<file path="config.mk">
export PLATFORM = sky130hd
export DESIGN_NAME = sc_road_sequencer
export DESIGN_NICKNAME = d
export VERILOG_FILES = /design/src/rtl/sc_road_sequencer.sv
export SDC_FILE = /design/constraint.sdc
export NUM_CORES = 1
export LEC_CHECK = 0
export ABC_AREA = 1
export CORE_MARGIN = 8
export CORE_UTILIZATION = 40
export CTS_CLUSTER_SIZE = 24
export DETAILED_ROUTE_END_ITERATION = 12
export PLACE_DENSITY = 0.72
export SYNTH_ARGS = -nofsm -noshare
export SYNTH_HDL_FRONTEND = slang
export SYNTH_SLANG_ARGS = --single-unit
</file>
<file path="constraint.sdc">
create_clock -name SC_ROADSEQ_CLOCK_50 -period 1.6 [get_ports SC_ROADSEQ_CLOCK_50]
set_input_delay 0.16 -clock SC_ROADSEQ_CLOCK_50 [delete_from_list [all_inputs] [get_ports SC_ROADSEQ_CLOCK_50]]
set_output_delay 0.16 -clock SC_ROADSEQ_CLOCK_50 [all_outputs]
set_load 0.01 [all_outputs]
</file>
<file path="src/rtl/sc_road_sequencer.sv">
// Game-flow sequencer for the road display: drives per-row mux selects and
// walks IDLE -> CLEAR -> PLAY -> CRASH/WIN from scroll ticks and collisions.
module sc_road_sequencer #(
  parameter int ROWS = 8,
  parameter int SELW = 2,
  parameter int CNTW = 8,
  parameter int GOAL = 200
) (
  input  logic                   SC_ROADSEQ_CLOCK_50,
  input  logic                   SC_ROADSEQ_RESET_InHigh,
  input  logic                   SC_ROADSEQ_START_InLow,
  input  logic                   SC_ROADSEQ_TICK_In,
  input  logic                   SC_ROADSEQ_CRASH_In,
  output logic [ROWS*SELW-1:0]   SC_ROADSEQ_SEL_Out,
  output logic [2:0]             SC_ROADSEQ_STATE_Out,
  output logic [CNTW-1:0]        SC_ROADSEQ_SCORE_Out,
  output logic                   SC_ROADSEQ_WIN_Out,
  output logic                   SC_ROADSEQ_LOSE_Out
);

  // state | meaning
  // IDLE  | waiting for a start press, road cleared
  // CLEAR | one-cycle wipe of the road and score
  // PLAY  | scrolling on ticks, collisions checked once road is full
  // CRASH | frozen display, lose flag up
  // WIN   | frozen display, win flag up
  localparam logic [2:0] ST_IDLE  = 3'd0;
  localparam logic [2:0] ST_CLEAR = 3'd1;
  localparam logic [2:0] ST_PLAY  = 3'd2;
  localparam logic [2:0] ST_CRASH = 3'd3;
  localparam logic [2:0] ST_WIN   = 3'd4;

  localparam logic [SELW-1:0] SEL_CLEAR = SELW'(0);
  localparam logic [SELW-1:0] SEL_HOLD  = SELW'(1);
  localparam logic [SELW-1:0] SEL_LOAD  = SELW'(2);
  localparam logic [SELW-1:0] SEL_SHIFT = SELW'(3);

  localparam logic [CNTW-1:0] ROWS_C  = CNTW'(ROWS);
  localparam logic [CNTW-1:0] GOAL_M1 = CNTW'(GOAL - 1);

  logic [2:0]            state_q, state_d;
  logic                  start_q;
  logic [CNTW-1:0]       score_q, score_d;
  logic [ROWS*SELW-1:0]  sel_q, sel_d;
  logic [ROWS*SELW-1:0]  scroll_pat, hold_pat;
  logic                  press_w, eff_crash_w, scroll_w;

  always_comb begin
    scroll_pat = '0;
    hold_pat   = '0;
    for (int r = 0; r < ROWS; r++) begin
      scroll_pat[r*SELW +: SELW] = (r == 0) ? SEL_LOAD : SEL_SHIFT;
      hold_pat[r*SELW +: SELW]   = SEL_HOLD;
    end
  end

  assign press_w     = start_q & ~SC_ROADSEQ_START_InLow;
  // Collisions are ignored until every row has been loaded at least once.
  assign eff_crash_w = SC_ROADSEQ_CRASH_In && (score_q >= ROWS_C);
  assign scroll_w    = (state_q == ST_PLAY) && SC_ROADSEQ_TICK_In && !eff_crash_w;

  always_ff @(posedge SC_ROADSEQ_CLOCK_50) begin
    if (SC_ROADSEQ_RESET_InHigh) begin
      state_q <= ST_IDLE;
      start_q <= 1'b1;
      score_q <= '0;
      sel_q   <= '0;
    end else begin
      state_q <= state_d;
      start_q <= SC_ROADSEQ_START_InLow;
      score_q <= score_d;
      sel_q   <= sel_d;
    end
  end

  always_comb begin
    state_d = state_q;
    case (state_q)
      ST_IDLE:  if (press_w) state_d = ST_CLEAR;
      ST_CLEAR: state_d = ST_PLAY;
      ST_PLAY: begin
        if (eff_crash_w)
          state_d = ST_CRASH;
        else if (SC_ROADSEQ_TICK_In && (score_q == GOAL_M1))
          state_d = ST_WIN;
      end
      ST_CRASH, ST_WIN: if (press_w) state_d = ST_CLEAR;
      default:  state_d = ST_IDLE;
    endcase
  end

  // Selects and score are computed for the upcoming state so they register
  // alongside it; the final winning tick still produces its scroll.
  always_comb begin
    score_d = score_q;
    sel_d   = hold_pat;
    if ((state_d == ST_IDLE) || (state_d == ST_CLEAR)) begin
      score_d = '0;
      sel_d   = '0;
    end else if (scroll_w) begin
      score_d = score_q + CNTW'(1);
      sel_d   = scroll_pat;
    end
  end

  assign SC_ROADSEQ_SEL_Out   = sel_q;
  assign SC_ROADSEQ_STATE_Out = state_q;
  assign SC_ROADSEQ_SCORE_Out = score_q;
  assign SC_ROADSEQ_WIN_Out   = (state_q == ST_WIN);
  assign SC_ROADSEQ_LOSE_Out  = (state_q == ST_CRASH);

endmodule

</file>
# Yosys cells after proc, flatten, opt, wreduce, memory -nomap -nowiden
# Index checks and enable logic that the tools add are counted.
[totals] word_cells=29 reg_bits=28
[op_classes] n_bitwise=2 addsub=1 muxes=5 magnitude_cmp=1 n_eq_ne=6 reduce_logical=10
[ops] cell="2-to-1 mux 16 bit" n=1
[ops] cell="2-to-1 mux 3 bit" n=3
[ops] cell="one-hot mux 3 bit (3 select lines)" n=1
[ops] cell="adder 8 x 1 -> 8 bit, second input constant" n=1
[ops] cell="equality test 8 bit, second input constant" n=1
[ops] cell="greater-or-equal comparator 8 x 4 -> 1 bit, second input constant" n=1
[ops] cell="equality test 3 x 1 -> 1 bit, second input constant" n=2
[ops] cell="equality test 3 x 2 -> 1 bit, second input constant" n=2
[ops] cell="logical NOT 3 bit" n=2
[ops] cell="logical AND 1 bit" n=4
[ops] cell="equality test 3 bit, second input constant" n=1
[ops] cell="OR reduction 3 bit" n=1
[ops] cell="OR reduction 2 bit" n=1
[ops] cell="AND 1 bit" n=1
[ops] cell="logical NOT 1 bit" n=1
[ops] cell="logical OR 1 bit" n=1
[ops] cell="NOT 1 bit" n=1

# Logic depth before layout (Yosys ltp)
# Gate-level depths: netlist of the first run.
[depth] depth_word=8 depth_mapped=10 ltp_nobuf=9

# Worst setup path after synthesis of the first run
# No wires, ideal clock.
[synth_path] path_type="register to register" start="register score_q[1] (netlist: SC_ROADSEQ_SCORE_Out[1])" end="register sel_q[0] (netlist: SC_ROADSEQ_SEL_Out[0])" period_less_slack_ps=1420 arrival_time_ps=1292 path_buffers=1 required_ps=1473 path_stages_with_launch=10 slack_ps=180 cell_sequence="dfxtp_1 -> ha_1 -> nand2_1 -> nor2_1 -> nand2_1 -> nand2_1 -> nand3_1 -> nand2_1 -> buf_4 -> a21oi_1"
[synth_via] elab_chain_cells=8 elab_cells_between_ends=14
[synth_lines] element="start, declared" line="43" source="logic [CNTW-1:0] score_q, score_d;"
[synth_lines] element="start signal, assigned" line="71" source="score_q <= score_d;"
[synth_lines] element="parallel branches: the longest is 8 deep, another holds greater-or-equal comparator 8 x 4 -> 1 bit"
[synth_lines] element="end signal, assigned" line="72" source="sel_q <= sel_d;"
[synth_lines] element="end, declared" line="44" source="logic [ROWS*SELW-1:0] sel_q, sel_d;"
# Several ways; the timed one is not identified.
# A chain may end at the register's enable or synchronous reset.

# Worst setup path in the final report of the first run
[layout_path] start="register score_q[6] (netlist: SC_ROADSEQ_SCORE_Out[6])" end="output port SC_ROADSEQ_SCORE_Out[6]"
[layout_rtl] element="end, declared" line="16" source="output logic [CNTW-1:0] SC_ROADSEQ_SCORE_Out,"
# No word-level cell between the ends.

==> results of run 1 <==
==> power groups by stage <==
stage	sequential [W]	clock (W)	combinational (W)
after floorplan	0.000402	0	0.0000586
after global placement	0.000397	0	0.000108
after detailed placement	0.000398	0	0.000109
after CTS	0.000389	0.000209	0.000110
after global routing	0.000391	0.000234	0.000120
final	0.000388	0.000200	0.000110
==> cell type report <==
| class | count | area [um^2] | area share, % |
|---|---|---|---|
| tap | 30 | 37.5 | 2.89 |
| inverter | 28 | 105 | 8.10 |
| sequential | 15 | 300 | 23.1 |
| clock buffer | 4 | 26.3 | 2.03 |
| timing repair buffer | 38 | 365 | 28.2 |
| multi-input combinational | 96 | 463 | 35.7 |
==> path summary, 6_finish.rpt <==
path	to	slack, ps	depth (start not counted)
hold reg to reg	SC_ROADSEQ_STATE_Out[0]	620	4
setup / recovery	SC_ROADSEQ_SCORE_Out[6]	140	1
hold / removal	start_q	440	3
setup reg to reg	SC_ROADSEQ_SCORE_Out[4]	190	8
==> state kept, by name, indices dropped and copies added (netlist names) <==
signal,count
SC_ROADSEQ_SEL_Out,3
SC_ROADSEQ_STATE_Out,3
start_q,1
SC_ROADSEQ_SCORE_Out,8
==> Yosys cell counts <==
cell,n,share of area [%]
nand2_1,49,19
inv_1,28,11
dfxtp_1,15,31
buf_4,14,11
a21oi_1,13,6.7
nor2_1,11,4.2
nand3_1,8,4.1
nand4_1,3,1.9
xor2_1,3,2.7
ha_1,2,2.6
nor3_1,2,1.0
a21oi_2,1,0.90
buf_6,1,1.2
nand2_2,1,0.64
nand2_4,1,1.2
nand3_2,1,1.0
nor2_2,1,0.64
==> routing by layer <==
| metal | up-vias | track usage, % | part of all wire [%] |
|---|---|---|---|
| met1 | 413 | 12.8 | 45 |
| met5 | - | 0 | 0 |
| met3 | 2 | 2.04 | 2.2 |
| met2 | 12 | 19.6 | 51 |
| met4 | 0 | 6.54 | 1.3 |
| li1 | 506 | - | - |
==> worst min-delay path, cell delays in order <==
cell             delay, ps
clkdlybuf4s50_1        400
inv_1                   70
nand2_1                 50
==> layout by cell type, fill, tap and decap left out, drive strengths merged <==
cell type,netlist,final
dfxtp,15,15
inv,28,28
xor2,3,3
nand4,3,3
nand3,9,9
nor2,12,12
dlygate4sd2,0,2
clkbuf,0,4
clkdlybuf4s50,0,31
buf,15,5
a21oi,14,14
ha,2,2
nand2,51,51
nor3,2,2
==> what timing repair did <==
item	4_1_cts	5_1_grt
gates cloned	0	0
endpoints found under the setup margin	2	3
pin swaps	0	0
resized for setup	2	2
==> metrics by stage <==
stage	instance area [um^2]	worst slack, ps
2_1_floorplan	975	180
3_3_place_gp	1260	86.2
3_5_place_dp	1260	42.3
4_1_cts	1290	125
6_report	1300	141
5_1_grt	1300	15.1
==> cells by family after synthesis <==
group,share of synthesized area [%]
DFF,30.8
buffers and inverters,22.7
and+or+nand+nor,33.6
xor gates and xnor gates,2.70
adders and majority gates,2.57
AOI/OAI and AO/OA,7.57
==> results.sh, run 1 <==
export IMPL_status="complete, no violations"
export IMPL_drt_total_wl_um=2360
export IMPL_combPwrFrac_pct=15.8
export IMPL_clkTransAtPathRegs_ps=80
export IMPL_worstPathMaxFanout=7
export IMPL_critPathMaxStageDelay_ps=580
export IMPL_htree_levels=1
export IMPL_power_density_mw_per_mm2=539
export IMPL_max_freq_mhz=685
export IMPL_start_kind="register"
export IMPL_grt_pass1_vias=895
export IMPL_relSlewSlack_pct=81.3
export IMPL_place_inst=207
export IMPL_finalNonFillerCells=211
export IMPL_clock_latency_ps=270
export IMPL_fin_crit_sh_pct=91.2
export IMPL_syn_area_per_cell_um2=6.33
export IMPL_antenna_found_initial=0
export IMPL_nFillCells=254
export IMPL_synthesis_nets=161
export IMPL_dr_pass1_iters=4
export IMPL_rows=18
export IMPL_cts_buffers_inserted=3
export IMPL_post_cts_setup_buffer_count=0
export IMPL_start_util_pct=40.8
export IMPL_crit_type="register to output port"
export IMPL_antenna_left=0
export IMPL_drive_gt1_share_pct=7.73
export IMPL_coreArea_mm2=0.00239
export IMPL_cts_tree="done"
export IMPL_fin_skew_ps=1.09
export IMPL_clock_sinks=15
export IMPL_slowest_stage="clkdlybuf4s50_1"
export IMPL_cp_startpoint="SC_ROADSEQ_SCORE_Out[6]"
export IMPL_ys_ff_latch=15
export IMPL_ys_warn_count=0
export IMPL_viasPerCell=4.42
export IMPL_grt_use_total_pct=11.4
export IMPL_maxCapViolations=0
export IMPL_p_switching_w=0.000164
export IMPL_clk_path_buf_depth=2
export IMPL_rsz0062_at_grt="no"
export IMPL_hold_class="input port to register"
export IMPL_die_area_mm2=0.00427
export IMPL_fin_setup_tns_ps=0
export IMPL_die_x_um=65.4
export IMPL_p_total_w=0.000699
export IMPL_switching_share_pct=23.5
export IMPL_ir_drop_mv=0.375
export IMPL_postCtsHoldBufs=0
export IMPL_drv_slew=0
export IMPL_synth_area_um2=975
export IMPL_overflow=0
export IMPL_p_seq_share_pct=55.6
export IMPL_finalSetupViolations=0
export IMPL_internal_power_w=0.000535
export IMPL_critical_path_arrival_ps=1300
export IMPL_r2r_start="SC_ROADSEQ_SCORE_Out[3]"
export IMPL_holdWs_ps=440
export IMPL_placement_io_buffers=33
export IMPL_pin_count=34
export IMPL_wl_per_cell_um=11.2
export IMPL_worstMarginPinSlew_ps=279
export IMPL_drt_iter0_drc=44
export IMPL_grt_pass1_wl_um=4000
export IMPL_critical_path_buf_inv_count=1
export IMPL_power_frac_clock_pct=28.7
export IMPL_cpLargestDelayFamily="buffers and inverters"
export IMPL_routed_via_count=933
export IMPL_finalHoldViolCount=0
export IMPL_antenna_cells=0
export IMPL_area_growth_pct=33.1
export IMPL_hpwl_um=1900
export IMPL_fin_util_pct=54.4
export IMPL_nNetsFinal=189
export IMPL_seq_area_frac_synth_pct=30.8
export IMPL_synth_cells=154
export IMPL_die_h_um=65.4
export IMPL_worstPathRequired_ps=1440
export IMPL_grt_max_degree=13
export IMPL_min_from="SC_ROADSEQ_START_InLow"
export IMPL_clockRootBuffer="clkbuf_4"
export IMPL_cellLeakagePower_nw=0.616
export IMPL_timing_final_crit_period_ps=1460
export IMPL_path_cells="clkdlybuf4s50_1"
export IMPL_synth_distinct_cells=17
export IMPL_endpoint_kind="output port"
export IMPL_drc=0
export IMPL_place_congestion=0.843
(Power assumes the default switching activity.)
==> run 2, diff against run 1 <==
- clock period: 1.6 -> 1.8 ns (I/O delays scaled with it)
==> results.sh, run 2 (synthesized netlist as in run 1, its figures left out) <==
export IMPL_postCtsHoldBufs=0
export IMPL_clockRootBuffer="clkbuf_4"
export IMPL_antenna_cells=0
export IMPL_placement_io_buffers=33
export IMPL_antenna_left=0
export IMPL_start_kind="register"
export IMPL_grt_pass1_vias=902
export IMPL_viasPerCell=4.46
export IMPL_gr_usage_met1_pct=12.4
export IMPL_gr_usage_met3_pct=2.04
export IMPL_rows=18
export IMPL_cts_buffers_inserted=3
export IMPL_endpoint_kind="output port"
export IMPL_grt_pass1_wl_um=3910
export IMPL_cpLargestDelayFamily="buffers and inverters"
export IMPL_power_density_mw_per_mm2=489
export IMPL_overflow=0
export IMPL_path_cells="inv_1, nand2_1, nor2_1, clkdlybuf4s50_1"
export IMPL_hold_class="input port to register"
export IMPL_fin_crit_sh_pct=95.3
export IMPL_grt_max_degree=13
export IMPL_ir_drop_mv=0.429
export IMPL_finalNonFillerCells=207
export IMPL_area_growth_pct=29.9
export IMPL_fin_util_pct=53.0
export IMPL_relSlewSlack_pct=74.4
export IMPL_use_met2_pct=19.7
export IMPL_grt_use_total_pct=11.1
export IMPL_finalHoldViolCount=0
export IMPL_place_inst=203
export IMPL_nNetsFinal=185
export IMPL_nFillCells=240
export IMPL_die_x_um=65.4
export IMPL_clock_sinks=15
export IMPL_place_congestion=0.861
export IMPL_final_area_mm2=0.00127
export IMPL_maxCapViolations=0
export IMPL_coreArea_mm2=0.00239
export IMPL_layout_commonest_cell="nand2_1"
export IMPL_drc=0
export IMPL_largest_reg_flops=8
export IMPL_wl_per_cell_um=11.2
export IMPL_start_util_pct=40.8
export IMPL_clk_path_buf_depth=2
export IMPL_htree_levels=1
export IMPL_pin_count=34
export IMPL_die_area_mm2=0.00427
export IMPL_fin_skew_ps=0.468
export IMPL_worstPathRequired_ps=1620
export IMPL_layout_common_cells="nand2_1, clkdlybuf4s50_1, inv_1"
export IMPL_drv_slew=0
export IMPL_status="complete, no violations"
export IMPL_finalSetupViolations=0
export IMPL_die_h_um=65.4
export IMPL_max_freq_mhz=583
export IMPL_critical_path_arrival_ps=1540
export IMPL_cellLeakagePower_nw=0.584
export IMPL_clock_latency_ps=270
export IMPL_r2r_slack_ps=290
export IMPL_cts_tree="done"
export IMPL_worstPathMaxFanout=4
export IMPL_top_usage_layer="met2"
export IMPL_post_cts_setup_buffer_count=0
export IMPL_drt_total_wl_um=2330
export IMPL_drive_gt1_share_pct=6.21
export IMPL_clkTransAtPathRegs_ps=80
export IMPL_multi_input_comb_area_um2=458
export IMPL_hpwl_um=1870
export IMPL_dr_pass1_iters=4
export IMPL_slowest_stage="clkdlybuf4s50_1"
export IMPL_critical_path_buf_inv_count=2
export IMPL_timing_final_crit_period_ps=1720
export IMPL_crit_type="register to output port"
export IMPL_worstMarginPinSlew_ps=384
export IMPL_drt_iter0_drc=32
export IMPL_ctsResizeCount=0
export IMPL_routed_via_count=923
export IMPL_critPathMaxStageDelay_ps=560
export IMPL_antenna_found_initial=0
export IMPL_placed_area_mm2=0.00123
export IMPL_p_total_w=0.000619
export IMPL_regArea_um2=302
run 2: changes by cell type in the layout (fill, tap and decap cells not counted), sizes merged:
cell | previous run | this run
buf | 5 | 1
clkdlybuf4s50 | 31 | 33
dlygate4sd2 | 2 | 0
run 2: cell type report:
type,instances,share of cell area (%)
repair buffers,34,26.7
well taps,30,2.96
inverters,28,8.30
flip-flops and latches,15,23.8
multi-input cells,96,36.2
clock buffers,4,2.08
run 2: path summary, 6_finish.rpt:
| path | startpoint | endpoint | depth (start not counted) |
|---|---|---|---|
| setup reg to reg | SC_ROADSEQ_SCORE_Out[0] | SC_ROADSEQ_SEL_Out[0] | 8 |
| hold / removal | SC_ROADSEQ_START_InLow | start_q | 3 |
| setup / recovery | SC_ROADSEQ_STATE_Out[0] | SC_ROADSEQ_WIN_Out | 4 |
| hold reg to reg | SC_ROADSEQ_SCORE_Out[0] | SC_ROADSEQ_SCORE_Out[0] | 4 |
run 2: metal layers:
layer / part of all wire (%) / vias to the layer above
li1: - / 498
met1: 44 / 407
met2: 51 / 14
met3: 3.8 / 4
met4: 1.4 / 0
met5: 0 / -
run 2: report_power, final:
part           total (W)  leakage [nW]  switching (W)  internal, W
Clock           0.000179        0.0150      0.0000933    0.0000858
Combinational  0.0000928         0.446      0.0000456    0.0000473
Sequential      0.000347         0.122     0.00000726     0.000340
run 2: worst min-delay path, cell delays in order:
cell and delay [ps]:
clkdlybuf4s50_1 390, inv_1 60, nand2_1 50
run 2: stage by stage:
| step | setup slack, ps | hold slack (ps) | setup TNS (ps) |
|---|---|---|---|
| after floorplan | 380 | 249 | 0 |
| after global placement | 273 | 565 | 0 |
| after detailed placement | 228 | 573 | 0 |
| after CTS | 39.9 | 450 | 0 |
| after global routing | -5.33 | 462 | -5.33 |
| final | 84.4 | 453 | 0 |
==> run 3, diff against run 2 <==
- CORE_MARGIN: 8 -> 4
- PLACE_DENSITY: 0.72 -> 0.77
==> results.sh, run 3 (synthesized netlist as in run 1, its figures left out) <==
export IMPL_finalHoldViolCount=0
export IMPL_pin_count=34
export IMPL_critical_path_buf_inv_count=2
export IMPL_slowest_stage="clkdlybuf4s50_1"
export IMPL_drive_gt1_share_pct=6.21
export IMPL_nNetsFinal=185
export IMPL_drv_slew=0
export IMPL_clk_path_buf_depth=2
export IMPL_top_usage_layer="met2"
export IMPL_layout_setup_ws_ps=86.7
export IMPL_clock_sinks=15
export IMPL_status="complete, no violations"
export IMPL_crit_type="register to output port"
export IMPL_ctsResizeCount=0
export IMPL_rows=17
export IMPL_clockRootBuffer="clkbuf_4"
export IMPL_hpwl_um=1700
export IMPL_finalSetupViolations=0
export IMPL_cts_tree="done"
export IMPL_place_congestion=0.827
export IMPL_die_area_mm2=0.00329
export IMPL_antenna_found_initial=0
export IMPL_maxCapViolations=0
export IMPL_die_h_um=57.4
export IMPL_drc=0
export IMPL_cpLargestDelayFamily="buffers and inverters"
export IMPL_fin_skew_ps=1.56
export IMPL_wl_per_cell_um=10.7
export IMPL_hold_class="input port to register"
export IMPL_fin_setup_tns_ps=0
export IMPL_dp_slack_ps=229
export IMPL_relSlewSlack_pct=75.3
export IMPL_area_growth_pct=30.0
export IMPL_drt_total_wl_um=2190
export IMPL_worstPathRequired_ps=1620
export IMPL_grt_use_total_pct=14.0
export IMPL_worstPathMaxFanout=5
export IMPL_antenna_cells=0
export IMPL_htree_levels=1
export IMPL_clock_latency_ps=280
export IMPL_fin_crit_sh_pct=95.2
export IMPL_start_util_pct=42.8
export IMPL_layout_common_cells="nand2_1, clkdlybuf4s50_1, inv_1"
export IMPL_use_met2_pct=21.9
export IMPL_viasPerCell=4.65
export IMPL_postCtsHoldBufs=0
export IMPL_path_cells="inv_1, nor3_2, clkdlybuf4s50_1"
export IMPL_clkTransAtPathRegs_ps=80
export IMPL_max_freq_mhz=584
export IMPL_timing_final_crit_period_ps=1710
export IMPL_fin_util_pct=55.7
export IMPL_gr_usage_met1_pct=16.3
export IMPL_power_density_mw_per_mm2=495
export IMPL_largest_reg_flops=8
export IMPL_routed_via_count=953
export IMPL_ir_drop_mv=0.411
export IMPL_overflow=0
export IMPL_antenna_left=0
export IMPL_cts_buffers_inserted=3
export IMPL_die_x_um=57.4
export IMPL_drt_iter0_drc=32
export IMPL_placement_io_buffers=33
export IMPL_layout_commonest_cell="nand2_1"
export IMPL_grt_max_degree=13
export IMPL_cellLeakagePower_nw=0.602
export IMPL_dr_pass1_iters=4
export IMPL_grt_pass1_vias=855
export IMPL_grt_pass1_wl_um=3640
export IMPL_critPathMaxStageDelay_ps=560
export IMPL_coreArea_mm2=0.00228
export IMPL_worstMarginPinSlew_ps=370
export IMPL_rsz0062_at_grt="no"
export IMPL_holdWs_ps=453
export IMPL_start_kind="register"
export IMPL_post_cts_setup_buffer_count=0
export IMPL_gr_usage_met3_pct=3.17
export IMPL_endpoint_kind="output port"
export IMPL_critical_path_arrival_ps=1530
[run 3: cell types whose count changed in the layout (fill, tap and decap cells not counted)]
cell             before  now
clkdlybuf4s50_1      33   32
dfxtp_1              14   15
dfxtp_2               1    0
dlymetal6s2s_1        0    1
nand2_1              49   48
nand2_2               1    2
[run 3: final timing paths]
check	cells after the start	slack [ps]	start	end
max	3	90	SC_ROADSEQ_STATE_Out[1]	SC_ROADSEQ_LOSE_Out
min	3	450	SC_ROADSEQ_START_InLow	start_q
max reg2reg	9	340	SC_ROADSEQ_SCORE_Out[0]	SC_ROADSEQ_SCORE_Out[7]
min reg2reg	4	600	SC_ROADSEQ_SCORE_Out[1]	SC_ROADSEQ_SCORE_Out[1]
[run 3: power breakdown]
part           switching [W]  leakage [nW]  internal (W)
Clock               0.000101        0.0150     0.0000861
Combinational      0.0000460         0.466     0.0000476
Sequential        0.00000724         0.122      0.000340
[run 3: layer usage]
layer  wire (um)  vias up
met1         971      434
li1            -      498
met3          76        4
met5           0        -
met4          51        0
met2        1090       17
[run 3: layout make-up]
| cell class | count | area (um^2) |
|---|---|---|
| inverter | 28 | 105 |
| clock buffer | 4 | 26.3 |
| multi-input combinational | 96 | 460 |
| tap | 28 | 35.0 |
| sequential | 15 | 300 |
| fill | 220 | 1010 |
| timing repair buffer | 34 | 340 |
[run 3: worst register-to-register path, delay by kind of cell (launching register included)]
kind            cells  cell delay (ps)
simple gates        6              520
compound gates      1              170
buf+inv             1               60
flops               1              420
fa+ha+maj           1              230
[run 3: through the flow]
step / total power [W] / instances / instance area, um^2
after detailed placement: 0.000447 / 201 / 1230
after CTS: 0.000630 / 205 / 1260
after global placement: 0.000446 / 201 / 1230
after floorplan: 0.000409 / 154 / 975
final: 0.000628 / 205 / 1270
after global routing: 0.000659 / 205 / 1270
